[src/rtl/imul_result_accumulator.sv]
// ---------------------------------------------------------------------------
// imul_result_accumulator
//
// Sums each group of p_nterms consecutive products from the iterative integer
// multiplier modulo 2^p_nbits and emits one result per group. The result
// carries a sticky unsigned-overflow flag that is set if any addition in the
// group carried out of the top bit.
//
// Ports:
//   clk          clock, all state updates on the rising edge
//   reset        synchronous, active-high reset
//   istream_val  product valid (from the multiplier's ostream_val)
//   istream_rdy  block can accept a product this cycle
//   istream_msg  product value, treated as unsigned
//   ostream_val  group sum valid
//   ostream_rdy  downstream can accept the sum
//   ostream_msg  {overflow flag, group sum}
// ---------------------------------------------------------------------------
module imul_result_accumulator #(
   parameter int unsigned p_nterms = 4,   // products per group, 1..256
   parameter int unsigned p_nbits  = 32   // product and sum width
) (
   input  logic               clk,
   input  logic               reset,
   input  logic               istream_val,
   output logic               istream_rdy,
   input  logic [p_nbits-1:0] istream_msg,
   output logic               ostream_val,
   input  logic               ostream_rdy,
   output logic [p_nbits:0]   ostream_msg
);

   typedef enum logic {
      ACC  = 1'b0,   // collecting products of the current group
      DONE = 1'b1    // group sum waiting to be taken downstream
   } state_e;

   // Index of the final product in a group.
   localparam logic [8:0] LAST = 9'(p_nterms - 1);

   state_e             state_q, state_d;
   logic [p_nbits-1:0] acc_q,   acc_d;
   logic [8:0]         count_q, count_d;
   logic               ovf_q,   ovf_d;

   logic [p_nbits:0]   sum;
   logic               in_xfer;
   logic               out_xfer;

   // One extra bit so the carry-out is visible for the overflow flag.
   assign sum      = {1'b0, acc_q} + {1'b0, istream_msg};
   assign in_xfer  = istream_val && istream_rdy;
   assign out_xfer = ostream_val && ostream_rdy;

   // ------------------------------------------------------------------------
   // State register
   // ------------------------------------------------------------------------
   always_ff @(posedge clk) begin
      // NOTE: non-blocking assignments so every register samples the values
      // from before this edge, independent of statement order.
      if (reset) begin
         state_q <= ACC;
         acc_q   <= '0;
         count_q <= '0;
         ovf_q   <= 1'b0;
      end else begin
         state_q <= state_d;
         acc_q   <= acc_d;
         count_q <= count_d;
         ovf_q   <= ovf_d;
      end
   end

   // ------------------------------------------------------------------------
   // Next-state logic
   // ------------------------------------------------------------------------
   always_comb begin
      // NOTE: hold-by-default assignments up front keep this block free of
      // inferred latches on paths that do not touch a given signal.
      state_d = state_q;
      acc_d   = acc_q;
      count_d = count_q;
      ovf_d   = ovf_q;

      case (state_q)
         ACC: begin
            if (in_xfer) begin
               acc_d = sum[p_nbits-1:0];
               ovf_d = ovf_q | sum[p_nbits];
               if (count_q == LAST) begin
                  state_d = DONE;
                  count_d = '0;
               end else begin
                  count_d = count_q + 9'd1;
               end
            end
         end

         DONE: begin
            if (out_xfer) begin
               ovf_d = 1'b0;
               if (in_xfer) begin
                  // The product arriving as the sum leaves opens the next
                  // group; with single-product groups it is already complete.
                  acc_d = istream_msg;
                  if (p_nterms == 1) begin
                     state_d = DONE;
                     count_d = '0;
                  end else begin
                     state_d = ACC;
                     count_d = 9'd1;
                  end
               end else begin
                  acc_d   = '0;
                  count_d = '0;
                  state_d = ACC;
               end
            end
         end

         default: state_d = ACC;
      endcase
   end

   // ------------------------------------------------------------------------
   // Output logic
   // ------------------------------------------------------------------------
   always_comb begin
      istream_rdy = 1'b0;
      ostream_val = 1'b0;
      if (!reset) begin
         case (state_q)
            ACC:  istream_rdy = 1'b1;
            DONE: begin
               ostream_val = 1'b1;
               // Only take a new product in the cycle the sum leaves, so the
               // multiplier is never stalled longer than the downstream is.
               istream_rdy = ostream_rdy;
            end
            default: begin
               istream_rdy = 1'b0;
               ostream_val = 1'b0;
            end
         endcase
      end
   end

   assign ostream_msg = {ovf_q, acc_q};

endmodule

[config.mk]
export PLATFORM = sky130hd
export DESIGN_NAME = imul_result_accumulator
export DESIGN_NICKNAME = d
export VERILOG_FILES = /design/src/rtl/imul_result_accumulator.sv
export SDC_FILE = /design/constraint.sdc
export NUM_CORES = 1
export LEC_CHECK = 0
export ABC_AREA = 1
export CORE_AREA = 8 8 106 108
export DETAILED_ROUTE_END_ITERATION = 8
export DIE_AREA = 0 0 114 116
export PLACE_DENSITY = 0.73
export SYNTH_ARGS = -nofsm -noshare
export SYNTH_HDL_FRONTEND = slang
export SYNTH_SLANG_ARGS = --single-unit
[constraint.sdc]
create_clock -name clk -period 2.24 [get_ports clk]
set_clock_uncertainty 0.15 [all_clocks]
set_input_delay 0.448 -clock clk [delete_from_list [all_inputs] [get_ports clk]]
set_output_delay 0.448 -clock clk [all_outputs]
set_load 0.05 [all_outputs]
==> results of run 1 <==
worst paths after layout:
| kind | start | end | slack [ns] | depth (start not counted) |
|---|---|---|---|---|
| setup reg to reg | acc_q[0] | acc_q[16] | 0.25 | 9 |
| hold / removal | istream_msg[2] | acc_q[2] | 0.32 | 3 |
| setup / recovery | acc_q[28] | ostream_msg[28] | 0.02 | 1 |
| hold reg to reg | ovf_q | ovf_q | 0.33 | 2 |
kinds of logic (layout without fill, tap and decap cells):
logic type	after synthesis	in the layout	share of synthesized area, %
AND/OR/NAND/NOR	430	430	41.7
buffers and inverters	159	283	13.8
AO/OA/AOI/OAI	128	128	16.0
flip-flops	43	43	18.6
adder cells (fa/ha/maj)	34	34	9.36
XOR/XNOR	3	3	0.568
report_power, final:
part           leakage, nW  internal [mW]  switching [mW]
clock               0.0491          0.231           0.348
sequential           0.357          0.839          0.0871
combinational         3.06          0.885            1.25
total                 3.47           1.96            1.68
sequential cells by signal, summed over array words and instances, names as in the netlist:
signal	cells
acc_q	32
count_q	9
ovf_q	1
state_q	1
metrics by stage:
stage                     total power, mW  cells  util, %  instance area (µm²)
after floorplan                      2.16    797        -                 4620
after CTS                            3.43   1053     63.1                 6030
after global placement               2.81   1045     62.0                 5920
after detailed placement             2.84   1045     62.0                 5920
after global routing                 3.87   1054     67.9                 6480
final                                3.64   1054     67.9                 6480
timing repair:
item	CTS	global route
endpoints found under the setup margin	11	25
gates resized for setup	3	75
pin swaps	0	11
buffers inserted	0	1
cell usage after synthesis (2+ instances only):
cell type and n:
a21boi_1 9, a21o_1 3, a21oi_1 76, a21oi_2 3, a22oi_1 12, buf_2 9, buf_4 5, clkbuf_1 4
dfxtp_1 43, ha_1 33, inv_1 131, inv_2 8, nand2_1 273, nand2_2 22, nand3_1 49, nand3_2 12
nand3b_1 2, nand4_1 4, nor2_1 39, nor2_2 8, nor2_4 3, nor3_1 5, nor3_2 4, nor4_1 3
o21ai_0 19, xor2_1 3
area by class of cell:
class	count	share of cell area, %
Multi-Input combinational cell	595	54.7
Sequential cell	43	13.3
Clock buffer	5	1.06
Clock inverter	3	0.405
Inverter	140	8.15
Timing Repair Buffer	135	19.9
Tap cell	133	2.57
routing by layer:
layer	global-route usage, %	vias up	wire length, µm	part of all wire, %
li1	-	2760	-	-
met2	38.5	171	7250	47
met3	4.33	31	899	5.9
met1	27.9	2479	6920	45
met5	0	-	0	0
met4	5.06	0	262	1.7
==> results.py, run 1 <==
metrics = {
    "status": {
        "status": "finished, final reports clean",
    },
    "clocking": {
        "cts-buffers-inserted": 5,
        "clk_pin_slew_ns": 0.11,
        "clk_latency_ns": 0.32,
        "holdBufCountCts": 0,
        "cts_max_path_buffers": 2,
        "cts.htree.levels": 2,
        "cts_sinks": 43,
        "cts_tree": "done",
        "clockRootBuffer": "clkbuf_8",
    },
    "floorplan": {
        "dieArea_um2": 13200,
        "start_util_pct": 48.4,
        "die_x_um": 114,
        "fp-row-count": 36,
        "coreArea_um2": 9550,
        "dieHeight_um": 116,
        "io_pins": 71,
    },
    "placement": {
        "post-dp-hpwl_um": 11600,
        "pre_cts_ws_ns": -0.412,
        "place.port_buffers": 70,
        "place_congestion": 0.905,
    },
    "global_route": {
        "grt_usage_pct": 22.3,
        "first_global_vias": 5246,
        "grt_pass1_wl_um": 24200,
        "grt_remaining_overflow": 0,
        "grt_max_degree": 37,
        "antenna_found_initial": 0,
    },
    "synth": {
        "synth.avg_cell_area_um2": 5.80,
        "async_reset_ff_share_pct": 0,
        "synth.distinct_cells": 41,
        "synth_cells": 797,
        "ys_top_cells_by_area": "nand2_1 22%, dfxtp_1 19%, inv_1 11%",
        "yosysWarnings": 0,
        "synth_area_um2": 4620,
        "synth_area_leader_cell": "nand2_1",
        "ys_seq_area_share_pct": 18.6,
        "synth_top_cell_area_share_pct": 22.2,
        "synth-seq-cells": 43,
        "synthFlopType": "dfxtp_1",
        "synth_edf_count": 0,
        "synthesis.nets": 867,
    },
    "layout": {
        "diodes": 0,
        "final_cell_mix": "264 x nand2_1, 130 x inv_1, 69 x a21oi_1",
        "final_common_cell": "nand2_1",
        "drive_above_1_share_pct": 20.8,
        "area_delta_synth_final_pct": 40.2,
        "multi_input_area_um2": 3540,
        "fillerInstances": 848,
        "layout.nets": 990,
        "seqCellArea_um2": 861,
    },
    "worst_setup_path": {
        "critPathKind": "register to output pin",
        "path_max_fanout": 3,
        "crit_family": "buffers and inverters",
        "path_cells": "clkdlybuf4s50_1",
        "critPathMaxStageDelay_ns": 0.85,
        "end_kind": "output pin",
        "cp-start-kind": "register",
        "slowest_stage": "clkdlybuf4s50_1",
        "required_ns": 1.64,
        "worst-path-buf-inv": 1,
        "worstPathArrival_ns": 1.62,
    },
    "timing": {
        "finalSetupTns_ns": 0,
        "fin_crit_ns": 2.22,
        "slew_violations": 0,
        "setup_viol": 0,
        "fin_ws_ns": 0.0181,
        "tightest_slew_ns": 0.535,
        "finalCritPeriodShare_pct": 99.2,
        "rsz0062_at_grt": "true",
        "relSlewSlack_pct": 64.3,
        "fmax_mhz": 450,
        "hold_viol": 0,
        "fin_hold_ws_ns": 0.324,
    },
    "drt": {
        "drt-total-wl_um": 15300,
        "drc": 0,
        "wl_per_cell_um": 14.6,
        "drt_pass1_iterations": 5,
        "vias": 5441,
        "viasPerCell": 5.16,
        "drtIter0Drc": 309,
        "ant_nets": 0,
    },
    "power_and_ir_drop": {
        "power.density_nw_per_um2": 561,
        "p_leak_nw": 3.47,
        "peakVddDrop_v": 0.000268,
    },
    "run": {
        "drv_cap": 0,
    },
    "min_path": {
        "holdCritPathClass": "input port to register",
    },
}
Power figures use the tool's default switching activity.
==> run 2: changes to the inputs <==
--- a/config.mk
+++ b/config.mk
@@ -6,10 +6,10 @@
 export NUM_CORES = 1
 export LEC_CHECK = 0
 export ABC_AREA = 1
-export CORE_AREA = 8 8 106 108
+export CORE_AREA = 8 8 101 112
 export DETAILED_ROUTE_END_ITERATION = 8
-export DIE_AREA = 0 0 114 116
-export PLACE_DENSITY = 0.73
+export DIE_AREA = 0 0 109 120
+export PLACE_DENSITY = 0.74
 export SYNTH_ARGS = -nofsm -noshare
 export SYNTH_HDL_FRONTEND = slang
 export SYNTH_SLANG_ARGS = --single-unit
==> results.py, run 2 (synthesis results as in run 1) <==
metrics = {
    "floorplan": {
        "dieHeight_um": 120,
        "dieArea_um2": 13100,
        "start_util_pct": 48.4,
        "fp-row-count": 38,
        "die_x_um": 109,
        "coreArea_um2": 9560,
        "io_pins": 71,
    },
    "layout": {
        "largest_reg_flops": 32,
        "final_cell_mix": "269 x nand2_1, 130 x inv_1, 71 x a21oi_1",
        "stdcell_area_um2": 6270,
        "final_common_cell": "nand2_1",
        "drive_above_1_share_pct": 18.6,
        "diodes": 0,
        "regMostFlops": "acc_q",
        "reg.largest.list": "acc_q (32), count_q (9)",
        "layout.nets": 984,
        "area_delta_synth_final_pct": 35.5,
    },
    "global_route": {
        "use_met3_pct": 3.75,
        "grt_usage_pct": 22.7,
        "grt_remaining_overflow": 0,
        "antenna_found_initial": 0,
        "globalRouteMet2Util_pct": 38.0,
        "first_global_vias": 5231,
        "grt_max_degree": 37,
        "use_met1_pct": 28.3,
        "busiest_layer": "met2",
        "grt_pass1_wl_um": 24100,
    },
    "drt": {
        "drtIter0Drc": 353,
        "drc": 0,
        "viasPerCell": 5.27,
        "drt-total-wl_um": 15000,
        "wl_per_cell_um": 14.5,
        "vias": 5456,
        "ant_nets": 0,
        "drt_pass1_iterations": 5,
    },
    "timing": {
        "setup_viol": 0,
        "slew_violations": 0,
        "fin_crit_ns": 2.20,
        "fin_ws_ns": 0.0427,
        "rsz0062_at_grt": "true",
        "fmax_mhz": 455,
        "tightest_slew_ns": 0.522,
        "hold_viol": 0,
        "finalSetupTns_ns": 0,
        "finalCritPeriodShare_pct": 98.1,
        "relSlewSlack_pct": 65.1,
    },
    "power_and_ir_drop": {
        "peakVddDrop_v": 0.000335,
        "power.density_nw_per_um2": 567,
        "total_power_mw": 3.55,
        "p_leak_nw": 3.40,
    },
    "worst_setup_path": {
        "worstPathArrival_ns": 1.60,
        "crit_family": "buffers and inverters",
        "startpoint": "acc_q[24]",
        "rr_worst_depth": 10,
        "cp-start-kind": "register",
        "path_cells": "clkdlybuf4s50_1",
        "required_ns": 1.64,
        "crit_path_end": "ostream_msg[24]",
        "r2r_start": "acc_q[0]",
        "critPathKind": "register to output pin",
        "slowest_stage": "clkdlybuf4s50_1",
        "end_kind": "output pin",
        "critPathMaxStageDelay_ns": 0.84,
        "path_max_fanout": 3,
        "cp_num_cells": 1,
        "worst-path-buf-inv": 1,
        "rrSetupSlack_ns": 0.27,
        "r2r-end": "acc_q[14]",
    },
    "status": {
        "status": "finished, final reports clean",
    },
    "clocking": {
        "clk_latency_ns": 0.33,
        "cts-buffers-inserted": 5,
        "cts.htree.levels": 2,
        "cts_max_path_buffers": 2,
        "clk_pin_slew_ns": 0.10,
        "cts_tree": "done",
        "cts_sinks": 43,
        "clockRootBuffer": "clkbuf_8",
    },
    "placement": {
        "post-dp-hpwl_um": 11500,
        "pre_cts_ws_ns": -0.395,
        "place_area_um2": 5860,
        "place_congestion": 0.921,
        "place.port_buffers": 70,
    },
    "min_path": {
        "worstHoldPathCells": 5,
        "holdCritPathClass": "input port to register",
    },
    "run": {
        "drv_cap": 0,
    },
}
==> run 2: cell types whose count changed in the layout (fill, tap and decap cells not counted), sizes merged <==
cell | previous run | this run
dlymetal6s2s | 17 | 11
buf | 67 | 61
clkdlybuf4s50 | 51 | 57
==> run 2: final cells by class <==
type | count | area, µm²
Sequential cell | 43 | 861
Clock inverter | 3 | 26.3
Timing Repair Buffer | 129 | 1230
Tap cell | 120 | 150
Clock buffer | 5 | 68.8
Inverter | 140 | 528
Multi-Input combinational cell | 595 | 3400
Fill cell | 880 | 3290
==> run 2: metal layers <==
layer / vias up / share of wire (%)
li1: 2760 / -
met1: 2476 / 42
met2: 195 / 49
met3: 25 / 6.7
met4: 0 / 2.4
met5: - / 0
==> run 2: worst min path at each step <==
stage                   start          to
2_1_floorplan           ovf_q       ovf_q
3_3_place_gp       count_q[1]  count_q[1]
3_5_place_dp       count_q[7]  count_q[7]
4_1_cts            count_q[7]  count_q[7]
5_1_grt                 ovf_q       ovf_q
6_report       istream_msg[0]    acc_q[0]
==> run 2: stage by stage <==
step           util [%]  hold WS [ns]  instances
2_1_floorplan         -         0.279        797
3_3_place_gp       61.3         0.326       1026
3_5_place_dp       61.3         0.331       1026
4_1_cts            62.4         0.348       1034
5_1_grt            65.6         0.364       1035
6_report           65.6         0.335       1035
==> run 2: report_power, final <==
group / switching (mW) / internal (mW)
clock network: 0.364 / 0.231
logic: 1.21 / 0.823
registers: 0.0822 / 0.839
==> run 2: what timing repair did <==
item                       4_1_cts  5_1_grt
setup buffers                    0        1
setup endpoints to repair        9       27
hold buffers                     0        0
pin swaps                        0        6
hold endpoints to repair         0        0
gates resized for setup          2       52
==> edit, RTL diff (flow settings as in run 2) <==
Change the parameter `p_nbits` from 32 to 16.
--- a/src/rtl/imul_result_accumulator.sv
+++ b/src/rtl/imul_result_accumulator.sv
@@ -18,7 +18,7 @@
 // ---------------------------------------------------------------------------
 module imul_result_accumulator #(
    parameter int unsigned p_nterms = 4,   // products per group, 1..256
-   parameter int unsigned p_nbits  = 32   // product and sum width
+   parameter int unsigned p_nbits  = 16   // product and sum width
 ) (
    input  logic               clk,
    input  logic               reset,
Interface: changed (resized istream_msg and ostream_msg); port bits go from 71 to 39. The function was not compared with the original's and may differ.
==> edit against run 2 <==
  * Cell area shrank 50%
  * Wire length shrank 55%
  * Combinational power down 65%
  * Critical path depth stayed put
  * Non-clock buffer count fell by 61
  * Largest cell class unchanged
  * Power is 56% lower
  * Critical endpoint is now ostream_msg[1]
  * Critical path type unchanged
  * Worst setup slack better by 0.040 ns
  * Sequential share of layout area increased by 3.5 points
  * Highest routed layer unchanged
  * Sequential power shrank 41%
  * Area after synthesis is 49% lower
  * Sequential cell count is 16 lower
==> edit: results (changes against run 2) <==
| Metric | Value |
|---|---|
| Layout cells sized above 1 | 19.1% (+0.49 points) |
| Skew-Pair Late Insertion Delay | 0.29 ns (-0.04 ns) |
| Drt pass-1 iters | 4 (-1) |
| Outcome | completed |
| Gates resized, CTS repair | 0 (-2) |
| Final Instance Count excl. Fillers | 550 (-47%) |
| CTS Buf Count | 3 (-2) |
| Placement Cell Area | 0.00308 mm2 (-48%) |
| Post-Synth XOR/XNOR Area | 0.736% (+0.17 points) |
| P_leak | 1.54 nW (-55%) |
| Vias in the first global route | 2424 (-54%) |
| Met3 WL | 446 um (-56%) |
| Count of cell types in the netlist | 42 (+2.4%) |
| Post-layout util | 32.9% (-33 points) |
| Met2 wire len | 3300 um (-55%) |
| Avg WL per Cell | 12.3 um (-15%) |
| Complex-gate fraction of the synthesized area | 18.8% (+2.8 points) |
| Hold WC Path Type | reg2reg |
| Detailed placer's ending HPWL | 5420 um (-53%) |
| I/O Buffers | 38 (-46%) |
| VDD IR max | 0.264 mV (-21%) |
| Placer congestion estimate | 0.871 (-5.4%) |
| Crit-path max FO | 4 (+1) |
| Dpl ws | -0.295 ns (+0.0996 ns) |
| GRT Resource Usage Total | 10.4% (-12 points) |
| Wl on met1 | 2960 um (-53%) |
| Synth top cells by count | 111 x nand2_1, 49 x inv_1, 27 x a21oi_1, 27 x dfxtp_1, 24 x nand3_1 |
| First-pass GRT wire length | 11100 um (-54%) |
| Largest cells by area after synthesis | dfxtp_1 23%, nand2_1 18%, ha_1 8.9% |
| # H-tree levels | 1 (-1) |
| Avg Synthesized Cell Area | 6.46 um2 (+11%) |
| Post-synthesis sequential area ratio | 22.7% (+4.1 points) |
| # fillers | 1033 (+17%) |
| Adder-Cell Fraction of Synth Area | 9.78% (+0.42 points) |
-- edit: final timing paths --
kind,start,cells after the start,to,slack (ns)
worst max-delay path,acc_q[1],1,ostream_msg[1],0.08
worst max register to register,acc_q[0],11,acc_q[8],0.35
worst min register to register,count_q[7],2,count_q[7],0.33
worst min-delay path,count_q[7],2,count_q[7],0.33
-- edit: report_power, final --
group	internal (mW)	switching (mW)	total, mW
clock network	0.127	0.185	0.312
logic	0.296	0.418	0.714
registers	0.512	0.0282	0.540
total	0.935	0.631	1.57
-- edit: layout make-up --
| type | instances | share of cell area, % |
|---|---|---|
| Tap cell | 120 | 4.78 |
| Clock buffer | 3 | 1.31 |
| Sequential cell | 27 | 17.2 |
| Inverter | 57 | 7.17 |
| Multi-Input combinational cell | 274 | 49.0 |
| Timing Repair Buffer | 68 | 20.2 |
| Clock inverter | 1 | 0.239 |
-- edit: worst min-delay path, cell delays in order, from the launching register on --
cell and delay (ns):
dfxtp_1 0.33, nand2_1 0.06, a21oi_1 0.06
